===== config.mk =====
export PLATFORM = sky130hd
export DESIGN_NAME = fir_stream_ctrl
export DESIGN_NICKNAME = d
export VERILOG_FILES = /design/src/rtl/fir_pkg.sv /design/src/rtl/fir_tick_gen.sv /design/src/rtl/fir_stream_ctrl.sv
export SDC_FILE = /design/constraint.sdc
export NUM_CORES = 1
export LEC_CHECK = 0
export BUFFER_PORTS_ARGS = -buffer_cell sky130_fd_sc_hd__buf_4
export CAP_MARGIN = 15
export CORE_UTILIZATION = 62
export DETAILED_ROUTE_END_ITERATION = 8
export PLACE_DENSITY_LB_ADDON = 0.12
export SLEW_MARGIN = 20
export SYNTH_ARGS = -nofsm -noshare
export SYNTH_HDL_FRONTEND = slang
export SYNTH_HIERARCHICAL = 1
export SYNTH_SLANG_ARGS = --single-unit

===== constraint.sdc =====
create_clock -name clk -period 3.85 [get_ports clk]
set_input_delay 0.77 -clock clk [delete_from_list [all_inputs] [get_ports clk]]
set_output_delay 0.77 -clock clk [all_outputs]
set_load 0.005 [all_outputs]

===== src/rtl/fir_pkg.sv =====
// Shared definitions for the FIR demo sequencing logic.
package fir_pkg;

    localparam int ROM_SEL_W    = 2;
    localparam int TAPS_DEFAULT = 16;

    typedef enum logic [1:0] {
        ST_IDLE  = 2'b00,
        ST_RUN   = 2'b01,
        ST_FLUSH = 2'b10
    } state_t;

endpackage


===== src/rtl/fir_tick_gen.sv =====
// Sample-rate divider: tick when the counter reaches div; clr restarts the period.
module fir_tick_gen #(
    parameter int DIV_W = 8
) (
    input  logic             clk,
    input  logic             rst,
    input  logic             clr,
    input  logic [DIV_W-1:0] div,
    output logic             tick
);

    logic [DIV_W-1:0] cnt;

    // >= rather than == so a div decrease below the current count still ticks.
    assign tick = (cnt >= div);

    always_ff @(posedge clk or posedge rst) begin
        if (rst) begin
            cnt <= '0;
        end else if (clr || tick) begin
            cnt <= '0;
        end else begin
            cnt <= cnt + 1'b1;
        end
    end

endmodule


===== src/rtl/fir_stream_ctrl.sv =====
// Sequencer for ROM fetch and FIR shift; flushes the delay line with zeros on a
// waveform change. Handshake-free: rom_en -> (1 cycle) -> fir_sample_en, fixed latency.
module fir_stream_ctrl
    import fir_pkg::*;
#(
    parameter int ADDR_W    = 10,
    parameter int ROM_DEPTH = 1024,
    parameter int DIV_W     = 8,
    parameter int TAPS      = TAPS_DEFAULT
) (
    input  logic                 clk,
    input  logic                 rst,
    input  logic                 en,
    input  logic [ROM_SEL_W-1:0] rom_sel,
    input  logic [DIV_W-1:0]     div,
    output logic [ROM_SEL_W-1:0] rom_sel_q,
    output logic [ADDR_W-1:0]    rom_addr,
    output logic                 rom_en,
    output logic                 fir_sample_en,
    output logic                 fir_zero,
    output logic                 fir_out_valid,
    output logic                 busy_flush
);

    localparam int                 CNT_W     = $clog2(TAPS + 1);
    localparam logic [CNT_W-1:0]   TAPS_CNT  = CNT_W'(TAPS);
    localparam logic [CNT_W-1:0]   TAPS_M1   = CNT_W'(TAPS - 1);
    localparam logic [ADDR_W-1:0]  ADDR_LAST = ADDR_W'(ROM_DEPTH - 1);

    state_t           state;
    logic [CNT_W-1:0] sample_cnt;
    logic [CNT_W-1:0] flush_cnt;
    logic             flush_d;
    logic             tick;
    logic             sel_change;
    logic             flush_done;
    logic             state_change;
    logic             sample_count_en;

    assign sel_change = (rom_sel != rom_sel_q);
    assign flush_done = tick && (flush_cnt == TAPS_M1);

    always_comb begin
        state_change = 1'b0;
        case (state)
            ST_IDLE:  state_change = en;
            ST_RUN:   state_change = !en || sel_change;
            ST_FLUSH: state_change = !en || flush_done;
            default:  state_change = 1'b1;
        endcase
    end

    // Only strobes belonging to the current RUN segment count toward valid;
    // a strobe landing after a state change sees a non-RUN state here.
    assign sample_count_en = fir_sample_en && !fir_zero && (state == ST_RUN)
                             && (sample_cnt != TAPS_CNT);

    fir_tick_gen #(
        .DIV_W (DIV_W)
    ) u_tick_gen (
        .clk  (clk),
        .rst  (rst),
        .clr  (state_change),
        .div  (div),
        .tick (tick)
    );

    always_ff @(posedge clk or posedge rst) begin
        if (rst) begin
            state         <= ST_IDLE;
            rom_sel_q     <= '0;
            rom_addr      <= '0;
            rom_en        <= 1'b0;
            fir_sample_en <= 1'b0;
            fir_zero      <= 1'b0;
            fir_out_valid <= 1'b0;
            busy_flush    <= 1'b0;
            sample_cnt    <= '0;
            flush_cnt     <= '0;
            flush_d       <= 1'b0;
        end else begin
            rom_en        <= 1'b0;
            flush_d       <= 1'b0;
            fir_sample_en <= rom_en || flush_d;
            fir_zero      <= flush_d;

            if (rom_en) begin
                rom_addr <= (rom_addr == ADDR_LAST) ? '0 : rom_addr + 1'b1;
            end

            if (sample_count_en) begin
                sample_cnt <= sample_cnt + 1'b1;
                if (sample_cnt == TAPS_M1) begin
                    fir_out_valid <= 1'b1;
                end
            end

            case (state)
                ST_IDLE: begin
                    rom_addr      <= '0;
                    sample_cnt    <= '0;
                    fir_out_valid <= 1'b0;
                    busy_flush    <= 1'b0;
                    if (en) begin
                        state     <= ST_RUN;
                        rom_sel_q <= rom_sel;
                    end
                end
                ST_RUN: begin
                    if (!en) begin
                        state         <= ST_IDLE;
                        rom_addr      <= '0;
                        sample_cnt    <= '0;
                        fir_out_valid <= 1'b0;
                    end else if (sel_change) begin
                        state         <= ST_FLUSH;
                        sample_cnt    <= '0;
                        flush_cnt     <= '0;
                        fir_out_valid <= 1'b0;
                        busy_flush    <= 1'b1;
                    end else if (tick) begin
                        rom_en <= 1'b1;
                    end
                end
                ST_FLUSH: begin
                    if (!en) begin
                        state         <= ST_IDLE;
                        rom_addr      <= '0;
                        sample_cnt    <= '0;
                        fir_out_valid <= 1'b0;
                        busy_flush    <= 1'b0;
                    end else if (tick) begin
                        flush_d <= 1'b1;
                        if (flush_cnt == TAPS_M1) begin
                            state      <= ST_RUN;
                            rom_sel_q  <= rom_sel;
                            rom_addr   <= '0;
                            sample_cnt <= '0;
                            busy_flush <= 1'b0;
                        end else begin
                            flush_cnt <= flush_cnt + 1'b1;
                        end
                    end
                end
                default: begin
                    state <= ST_IDLE;
                end
            endcase
        end
    end

endmodule


==> metrics.cfg, run 1 <==
[timing]
setup_viol = 0
setup_tns_ns = 0
hold_ws_ns = 0.356
drv_slew = 0
slew_headroom = 0.576
min_period_over_period = 0.706
rsz0062_at_grt = no
worstMarginPinSlew_ns = 0.631
hold_violations = 0
skew_ns = 0.0124
post-route-min-period_ns = 2.72
fmax_ghz = 0.368

[clock_network]
cts_inserted_buffers = 5
clk_pin_slew_ns = 0.11
cts_root_buf = clkbuf_4
clock_latency_ns = 0.35
htreeDepth = 2
cts_buffer_depth = 2
ctsResizeCount = 0
cts_tree = built
holdBufCountCts = 0
cts_setup_buffers = 0
clock_sinks = 38

[die]
rows = 21
die-area_mm2 = 0.00384
die_y_um = 61.9
io_pins = 30
start_util = 0.657
die_w_um = 61.9
coreArea_mm2 = 0.00339

[grt]
use_met1 = 0.307
grt_overflow = 0
grt_first_pass_wirelength_mm = 6.92
gr-usage-met3 = 0.0600
grt_pass1_vias = 1612
busiest_layer = met2
grt_use_met2 = 0.432
antenna_found_initial = 0
grt_util_all_layers = 0.253
grt_max_degree = 31

[synth]
synth.most_common_cell = dfrtp_1
synth.distinct_cells = 45
synth_ff_type = dfrtp_1
synth_fp_nets = 258
ys_seq_elements = 38
synth_seq_area_share = 0.427
syn-cell-area_mm2 = 0.00223
synth_area_leaders = dfrtp_1 (43%), ha_1 (11%), nor2_1 (4.7%)
synthTopCellsByCount = dfrtp_1 (38), nor2_1 (28), inv_1 (27), ha_1 (19), nand3_1 (14)
muxShareOfSynthArea = 0.0287
yosysWarnings = 6
synth_top_area_share = 0.427
netlist_instances = 226
synth_area_per_cell_um2 = 9.85
synthAdderAreaFrac = 0.107
synth-edff-count = 0
synth_compound_area_frac = 0.114
synth_top_family_by_area = simple AND/OR/NAND/NOR gates
ys_async_sr_fraction = 1.00
synth-simple-area-share = 0.194
synth.largest_area_cell = dfrtp_1
synth-xor-area-share = 0.0787

[placement]
port_buffers = 29
gp_congestion = 0.870
dp.cells = 300
place_hpwl_mm = 3.21

[final_layout]
final_nets = 293
multiInputGateArea_mm2 = 0.00116
drive_above_1_share = 0.195
fill_cells = 246
area_growth_pct = 17.1
diodes = 0
register_area_um2 = 951
fin_cells = 308

[worst_setup_path]
cp_max_fo = 8
cp-end-kind = register
path_cells = buf_4, inv_1, ha_1, or3_1, a21oi_1, o31ai_1, nand2_1, nand3_1, o311ai_0, o211ai_1, inv_1, o311ai_4, nor2_1
startpoint_type = primary input
worst_path_largest_cell_delay_ns = 0.34
worst-setup-path-type = primary input to register
required_ns = 4.14
crit_top_cell = inv_1
cp_slowest_cell = or3_1
arrival_ns = 3.01

[detailed_routing]
viasPerCell = 5.50
wl_per_cell_um = 13.9
drt_wl_total_mm = 4.29
ant_nets = 0
via_count = 1693
first_iter_violations = 96
drc_errors = 0
drtPass1Iterations = 4

[power_and_ir_drop]
power_uw = 1300
p_per_area_mw_per_mm2 = 500
ir_worst_vdd_uv = 573
leakagePower_uw = 0.00129

[run_status]
outcome = finished clean

[flow_run]
cap_violations = 0

[hold_path]
hold_class = primary input to async pin

[report_power, final]
part	internal, uW	leakage [uW]	switching (uW)
logic	194	0.000711	273
registers	442	0.000521	46.9
clock network	220	0.0000585	128
[registers in the layout (all words and copies together) (netlist names)]
signal          cells
rom_addr           10
fir_out_valid       1
state               2
fir_sample_en       1
rom_en              1
flush_d             1
flush_cnt           5
sample_cnt          5
rom_sel_q           2
u_tick_gen/cnt      8
fir_zero            1
busy_flush          1
[cells by family (layout without fill, tap and decap cells)]
family | after synthesis | count (layout)
compound gates | 34 | 34
buf+inv | 29 | 65
fa+ha+maj | 19 | 19
mux | 6 | 6
xor+xnor | 20 | 20
simple gates | 80 | 80
flops | 38 | 38
[critical path: cells and delay by family]
kind	cells	cell delay [ns]
compound gates	5	0.96
simple gates	4	0.77
fa+ha+maj	1	0.29
buf+inv	3	0.20
[per-stage QoR]
stage	cell area [um^2]	util	setup WS [ns]
after floorplan	2230	-	1.15
after global placement	2500	0.737	0.898
after detailed placement	2500	0.737	0.769
after CTS	2610	0.770	1.14
after global routing	2610	0.770	0.856
final	2610	0.770	1.13
[cells in the final DEF (no fill, tap or decap), types with 10 or more instances in the layout]
cell	instances
nor2_1	28
dfrtp_1	38
xnor2_1	10
nand2_1	11
inv_1	27
xor2_1	10
ha_1	19
buf_4	30
a21oi_1	11
nand3_1	14
[path summary, 6_finish.rpt]
check                                       startpoint                     endpoint  slack (ns)  cells past startpoint
min in group clk                     flush_d$_DFF_PP0_           fir_zero$_DFF_PP0_        0.40                      0
max in group asynchronous                          rst         state[1]$_DFFE_PP0P_        3.09                      3
max                                             div[2]  u_tick_gen/cnt[5]$_DFF_PP0_        1.13                     13
min reg2reg                          flush_d$_DFF_PP0_           fir_zero$_DFF_PP0_        0.40                      0
min                                                rst  u_tick_gen/cnt[6]$_DFF_PP0_        0.36                      2
max reg2reg                u_tick_gen/cnt[2]$_DFF_PP0_  u_tick_gen/cnt[5]$_DFF_PP0_        1.20                     11
[layout make-up]
type | count | area share
Clock inverter | 2 | 0.0230
Sequential cell | 38 | 0.365
Inverter | 27 | 0.0388
Clock buffer | 6 | 0.0197
Multi-Input combinational cell | 159 | 0.446
Tap cell | 46 | 0.0221
Timing Repair Buffer | 30 | 0.0863
[layer usage]
metal  share of wire  routed length (um)
met1            0.45                1940
met2            0.49                2100
met3           0.044                 188
met4           0.014                  61
met5               0                   0
Power figures use the tool's default switching activity.
==> run 2: changes to the inputs <==
CORE_UTILIZATION = 52   (was 62)
clock period = 2.3 ns   (was 3.85 ns; I/O delays follow)
==> run 2 against run 1 <==
Compared with the run above:
- routed wire length rose by 1.8%
- global-route usage down 3.7 points
- utilization fell by 8.5 points
- total power grew 70%
- highest routed layer unchanged
- via count increased by 0.30%
- first-iteration DRC count fell by 52%
==> metrics.cfg, run 2 (synthesis results as in run 1) <==
[clock_network]
clock_sinks = 38  ; unchanged
cts_root_buf = clkbuf_8
cts_inserted_buffers = 5  ; unchanged
clk_pin_slew_ns = 0.07  ; -0.04 ns
cts_tree = built
cts_buffer_depth = 2  ; unchanged
clock_latency_ns = 0.29  ; -0.06 ns
htreeDepth = 2  ; unchanged

[final_layout]
final_cell_mix = buf_4 (47), dfrtp_1 (38), nor2_1 (28)
diodes = 0  ; unchanged
largest_register_ffs = 10  ; unchanged
fill_cells = 341  ; +39%
register_area_um2 = 951  ; unchanged
drive_above_1_share = 0.283  ; +0.0885
fin_cells = 329  ; +6.8%
final_common_cell = buf_4
regMostFlops = rom_addr
final_nets = 310  ; +5.8%
multiInputGateArea_mm2 = 0.00122  ; +4.7%
largestRegisters = rom_addr: 10 flops, u_tick_gen/cnt: 8 flops
area_growth_pct = 24.7

[detailed_routing]
wl_per_cell_um = 13.3  ; -4.7%
wl_met3_um = 160  ; -15%
wl_met1_mm = 2.16  ; +11%
topRoutingLayerUsed = met4
first_iter_violations = 46  ; -52%
ant_nets = 0  ; unchanged
drtPass1Iterations = 4  ; unchanged
viasPerCell = 5.16  ; -6.1%
drt_wl_total_mm = 4.37  ; +1.8%
drc_errors = 0  ; unchanged
via_count = 1698  ; +0.30%
dr_wl_met2_mm = 1.99  ; -5.2%

[timing]
drv_slew = 0  ; unchanged
skew_ns = 0.00560  ; -0.00678 ns
slew_headroom = 0.722  ; +0.146
fmax_ghz = 0.436
rsz0062_at_grt = yes
worstMarginPinSlew_ns = 0.417  ; -0.214 ns
hold_violations = 0  ; unchanged
hold_ws_ns = 0.121  ; -0.235 ns
setup_viol = 0  ; unchanged
post-route-min-period_ns = 2.29
min_period_over_period = 0.997

[die]
die_y_um = 67.4  ; +8.9%
io_pins = 30  ; unchanged
start_util = 0.549  ; -0.108
die_w_um = 67.4  ; +8.9%
coreArea_mm2 = 0.00406  ; +20%
rows = 23  ; +9.5%
die-area_mm2 = 0.00455  ; +19%

[grt]
grt_pass1_vias = 1614  ; +0.12%
grt_max_degree = 31  ; unchanged
antenna_found_initial = 0  ; unchanged
grt_util_all_layers = 0.216  ; -0.0366
grt_overflow = 0  ; unchanged
grt_first_pass_wirelength_mm = 7.22  ; +4.4%

[flow_run]
cap_violations = 0  ; unchanged

[worst_setup_path]
arrival_ns = 2.51  ; -0.50 ns
cp_max_fo = 8  ; unchanged
crit_start = u_tick_gen/cnt[1]$_DFF_PP0_
cp-end-kind = register
worst-setup-path-type = register to register
startpoint_type = register
required_ns = 2.52  ; -1.62 ns
timing.rr.start = u_tick_gen/cnt[1]$_DFF_PP0_

[placement]
place_hpwl_mm = 3.27  ; +1.9%
dp.cells = 318  ; +6.0%
gp_congestion = 0.849  ; -2.4%
port_buffers = 29  ; unchanged

[power_and_ir_drop]
p_per_area_mw_per_mm2 = 797  ; +59%
ir_worst_vdd_uv = 493  ; -14%
leakagePower_uw = 0.00137  ; +5.9%

[hold_path]
hold_class = primary input to async pin

[run_status]
outcome = finished clean

==> run 2: changes by cell type in the layout (fill, tap and decap cells not counted), sizes merged <==
cell and change:
buf +17, bufinv -2, clkbuf +1, clkinv +1
==> run 2: final cells by class <==
cell class	instances	share of cell area
Clock inverter	1	0.00180
Sequential cell	38	0.342
Multi-Input combinational cell	159	0.438
Inverter	27	0.0365
Timing Repair Buffer	47	0.127
Tap cell	50	0.0225
Clock buffer	7	0.0311
==> run 2: through the flow <==
step	TNS [ns]	total power, uW	utilization	setup slack (ns)	area (um^2)
2_1_floorplan	0	1410	-	0.0104	2250
3_5_place_dp	-1.69	1700	0.648	-0.134	2630
3_3_place_gp	-0.903	1690	0.648	-0.104	2630
4_1_cts	0	2180	0.671	0.0316	2720
5_1_grt	-0.630	2380	0.684	-0.107	2780
6_report	0	2210	0.684	0.00650	2780
==> run 2: layer usage <==
layer	track usage	vias up
li1	-	872
met3	0.0524	7
met4	0.0798	0
met5	0	-
met2	0.330	32
met1	0.295	787
==> run 2: timing repair <==
item / in CTS / in global routing
buffers inserted: 0 / 3
setup endpoints to repair: 0 / 25
resized for setup: 0 / 9
endpoints found under the hold margin: 0 / 0
hold buffers: 0 / 0
==> run 2: critical path, cell delays in order, from the launching register on <==
cell and delay [ns]:
dfrtp_1 0.40, ha_2 0.17, or4_4 0.54, a21oi_4 0.16
o31ai_4 0.12, nand2_1 0.11, nand3_2 0.09, o311ai_2 0.10
o211ai_1 0.13, inv_1 0.11, o311ai_4 0.15, nor2_1 0.15
==> run 2: worst paths after layout <==
path / to / slack, ns / cells after the start
worst max-delay path: u_tick_gen/cnt[5]$_DFF_PP0_ / 0.007 / 11
worst min-delay path: u_tick_gen/cnt[4]$_DFF_PP0_ / 0.12 / 2
worst max register to register: u_tick_gen/cnt[5]$_DFF_PP0_ / 0.007 / 11
worst min register to register: fir_zero$_DFF_PP0_ / 0.37 / 0
max in group asynchronous: sample_cnt[2]$_DFF_PP0_ / 1.76 / 3
min in group clk: fir_zero$_DFF_PP0_ / 0.37 / 0
==> run 2: power by group <==
part           internal, uW  leakage (uW)  switching [uW]  total [uW]
sequential              740      0.000521            60.6         800
combinational           438      0.000797             502         940
clock                   242     0.0000482             230         472
total                  1420       0.00137             793        2210
==> run 3: changes to the inputs <==
--- a/config.mk
+++ b/config.mk
@@ -9,3 +9,3 @@
 export CAP_MARGIN = 15
-export CORE_UTILIZATION = 52
+export CORE_UTILIZATION = 57
 export DETAILED_ROUTE_END_ITERATION = 8
==> constraint.sdc (replaced) <==
create_clock -name clk -period 2.4 [get_ports clk]
set_input_delay 0.48 -clock clk [delete_from_list [all_inputs] [get_ports clk]]
set_output_delay 0.48 -clock clk [all_outputs]
set_load 0.1 [all_outputs]
==> run 3 against run 2 <==
Compared with the run above:
- die area is 8.5% lower
- sequential power is 4.0% lower
- utilization is 5.4 points higher
- non-clock buffer count is 4 lower
- flip-flop and latch count stayed put
- clock skew is 0.0047 ns higher
- critical path type unchanged
- largest power group unchanged
- combinational power is 12% higher
==> metrics.cfg, run 3 (synthesis results as in run 1) <==
[clock_network]
cts_buffer_depth = 2  ; unchanged
clock_latency_ns = 0.30  ; about the same
htreeDepth = 2  ; unchanged
clk_pin_slew_ns = 0.08  ; about the same
holdBufCountCts = 0  ; unchanged
clock_sinks = 38  ; unchanged
cts_root_buf = clkbuf_8
cts_inserted_buffers = 5  ; unchanged
cts_tree = built

[timing]
drv_slew = 0  ; unchanged
hold_violations = 0  ; unchanged
rsz0062_at_grt = yes
worstMarginPinSlew_ns = 0.552  ; +0.136 ns
skew_ns = 0.0103  ; +0.00469 ns
slew_headroom = 0.632  ; -0.0897
post-route-min-period_ns = 2.32  ; +0.0247 ns
setup_viol = 0  ; unchanged
min_period_over_period = 0.966  ; -0.0312
fmax_ghz = 0.431  ; -1.1%

[placement]
place_hpwl_mm = 3.13  ; -4.2%
port_buffers = 29  ; unchanged
gp_congestion = 0.893  ; +5.2%
dpl_cell_area_mm2 = 0.00259  ; -1.4%
dp.cells = 314  ; -1.3%

[hold_path]
hold_class = primary input to async pin

[worst_setup_path]
required_ns = 2.61  ; +0.09 ns
startpoint_type = register
timing.rr.end = rom_addr[0]$_DFF_PP0_
arrival_ns = 2.53  ; +0.02 ns
worst_path_largest_cell_delay_ns = 0.55  ; about the same
endpoint = rom_addr[0]$_DFF_PP0_
worst-setup-path-type = register to register
cp_max_fo = 6  ; -2
path_cells = ha_2, or4_4, a21oi_4, o31ai_4, a21boi_0, o21ai_0, and2_2, a311oi_2
rrSetupSlack_ns = 0.08  ; +0.08 ns
cp-end-kind = register
worstRegToRegCells = 8  ; -3
crit_start = u_tick_gen/cnt[2]$_DFF_PP0_
timing.rr.start = u_tick_gen/cnt[2]$_DFF_PP0_
cp_slowest_cell = or4_4

[grt]
grt_util_all_layers = 0.231  ; +0.0148
antenna_found_initial = 0  ; unchanged
grt_pass1_vias = 1671  ; +3.5%
grt_overflow = 0  ; unchanged
grt_max_degree = 31  ; unchanged
grt_first_pass_wirelength_mm = 7.24  ; +0.19%

[detailed_routing]
ant_nets = 0  ; unchanged
viasPerCell = 5.36  ; +3.8%
wl_per_cell_um = 13.4  ; +0.60%
drtPass1Iterations = 4  ; unchanged
drt_wl_total_mm = 4.32  ; -1.2%
first_iter_violations = 118  ; +160%
drc_errors = 0  ; unchanged
via_count = 1730  ; +1.9%

[final_layout]
regMostFlops = rom_addr
largest_register_ffs = 10  ; unchanged
final_cell_mix = buf_4 (43), dfrtp_1 (38), inv_1 (27), nor2_1 (27), ha_1 (17)
final_nets = 306  ; -1.3%
diodes = 0  ; unchanged
postLayoutCellArea_mm2 = 0.00275  ; -1.1%
largestRegisters = rom_addr: 10 flops, u_tick_gen/cnt: 8 flops
fin_cells = 323  ; -1.8%
final_common_cell = buf_4
fill_cells = 282  ; -17%
area_growth_pct = 23.3
drive_above_1_share = 0.273  ; -0.0104

[die]
start_util = 0.599  ; +0.0505
coreArea_mm2 = 0.00372  ; -8.4%
io_pins = 30  ; unchanged
die_y_um = 64.5  ; -4.4%
die_w_um = 64.5  ; -4.4%
die-area_mm2 = 0.00416  ; -8.5%
rows = 22  ; -4.3%

[run_status]
outcome = finished clean

[power_and_ir_drop]
seqPwrFrac = 0.336  ; -0.026
combPwrFrac = 0.461  ; +0.036
p_per_area_mw_per_mm2 = 832  ; +4.5%
switching_share = 0.408  ; +0.0490
p_switching_uw = 931  ; +17%
intPower_uw = 1350  ; -4.6%
clkPwrFrac = 0.203  ; -0.010
ir_worst_vdd_uv = 685  ; +39%
leakagePower_uw = 0.00134  ; -1.7%

[flow_run]
cap_violations = 0  ; unchanged

## run 3: through the flow
stage | TNS, ns | util | hold slack (ns) | setup WS (ns) | total power, uW
global placement | -2.77 | 0.698 | 0.350 | -0.129 | 1760
CTS | 0 | 0.724 | 0.137 | 0.000410 | 2230
floorplan | 0 | - | 0.296 | 0.00857 | 1500
finish | 0 | 0.739 | 0.129 | 0.0818 | 2290
detailed placement | -4.11 | 0.698 | 0.361 | -0.181 | 1770
global route | -0.720 | 0.739 | 0.150 | -0.0861 | 2430
## run 3: area by class of cell
| class | instances | area (um^2) | share of cell area |
|---|---|---|---|
| Sequential cell | 38 | 951 | 0.346 |
| Inverter | 27 | 101 | 0.0369 |
| Clock buffer | 6 | 82.6 | 0.0301 |
| Tap cell | 48 | 60.1 | 0.0219 |
| Clock inverter | 2 | 12.5 | 0.00456 |
| Timing Repair Buffer | 43 | 323 | 0.118 |
| Multi-Input combinational cell | 159 | 1210 | 0.443 |
## run 3: what timing repair did
item                                    CTS  global route
gates resized for setup                   0            12
endpoints found under the setup margin    0            30
buffers inserted                          0             1
## run 3: worst max-delay path: cells and delay by family (launching register included)
kind	cells	cell delay (ns)
adders and majority gates	1	0.19
and+or+nand+nor	2	0.81
AOI/OAI and AO/OA	5	0.85
DFF	1	0.40
## run 3: power by group through the flow
| stage | sequential, uW | combinational, uW | clock, uW |
|---|---|---|---|
| floorplan | 939 | 557 | 0 |
| global placement | 776 | 983 | 0 |
| detailed placement | 777 | 993 | 0 |
| CTS | 766 | 996 | 473 |
| global route | 777 | 1150 | 503 |
| finish | 768 | 1050 | 464 |
## run 3: layer usage
| layer | track usage | wire (um) |
|---|---|---|
| met1 | 0.294 | 2010 |
| met2 | 0.370 | 2110 |
| met3 | 0.0651 | 142 |
| met4 | 0.0917 | 54 |
| met5 | 0 | 0 |
## run 3: how the worst min path moves through the flow
stage                      start                     endpoint  slack (ns)  depth (start not counted)
2_1_floorplan                rst  u_tick_gen/cnt[0]$_DFF_PP0_        0.30                          1
4_1_cts                      rst  u_tick_gen/cnt[7]$_DFF_PP0_        0.14                          2
6_report                     rst  u_tick_gen/cnt[4]$_DFF_PP0_        0.13                          2
5_1_grt                      rst  u_tick_gen/cnt[7]$_DFF_PP0_        0.15                          2
3_3_place_gp   flush_d$_DFF_PP0_           fir_zero$_DFF_PP0_        0.35                          0
3_5_place_dp   flush_d$_DFF_PP0_           fir_zero$_DFF_PP0_        0.36                          0
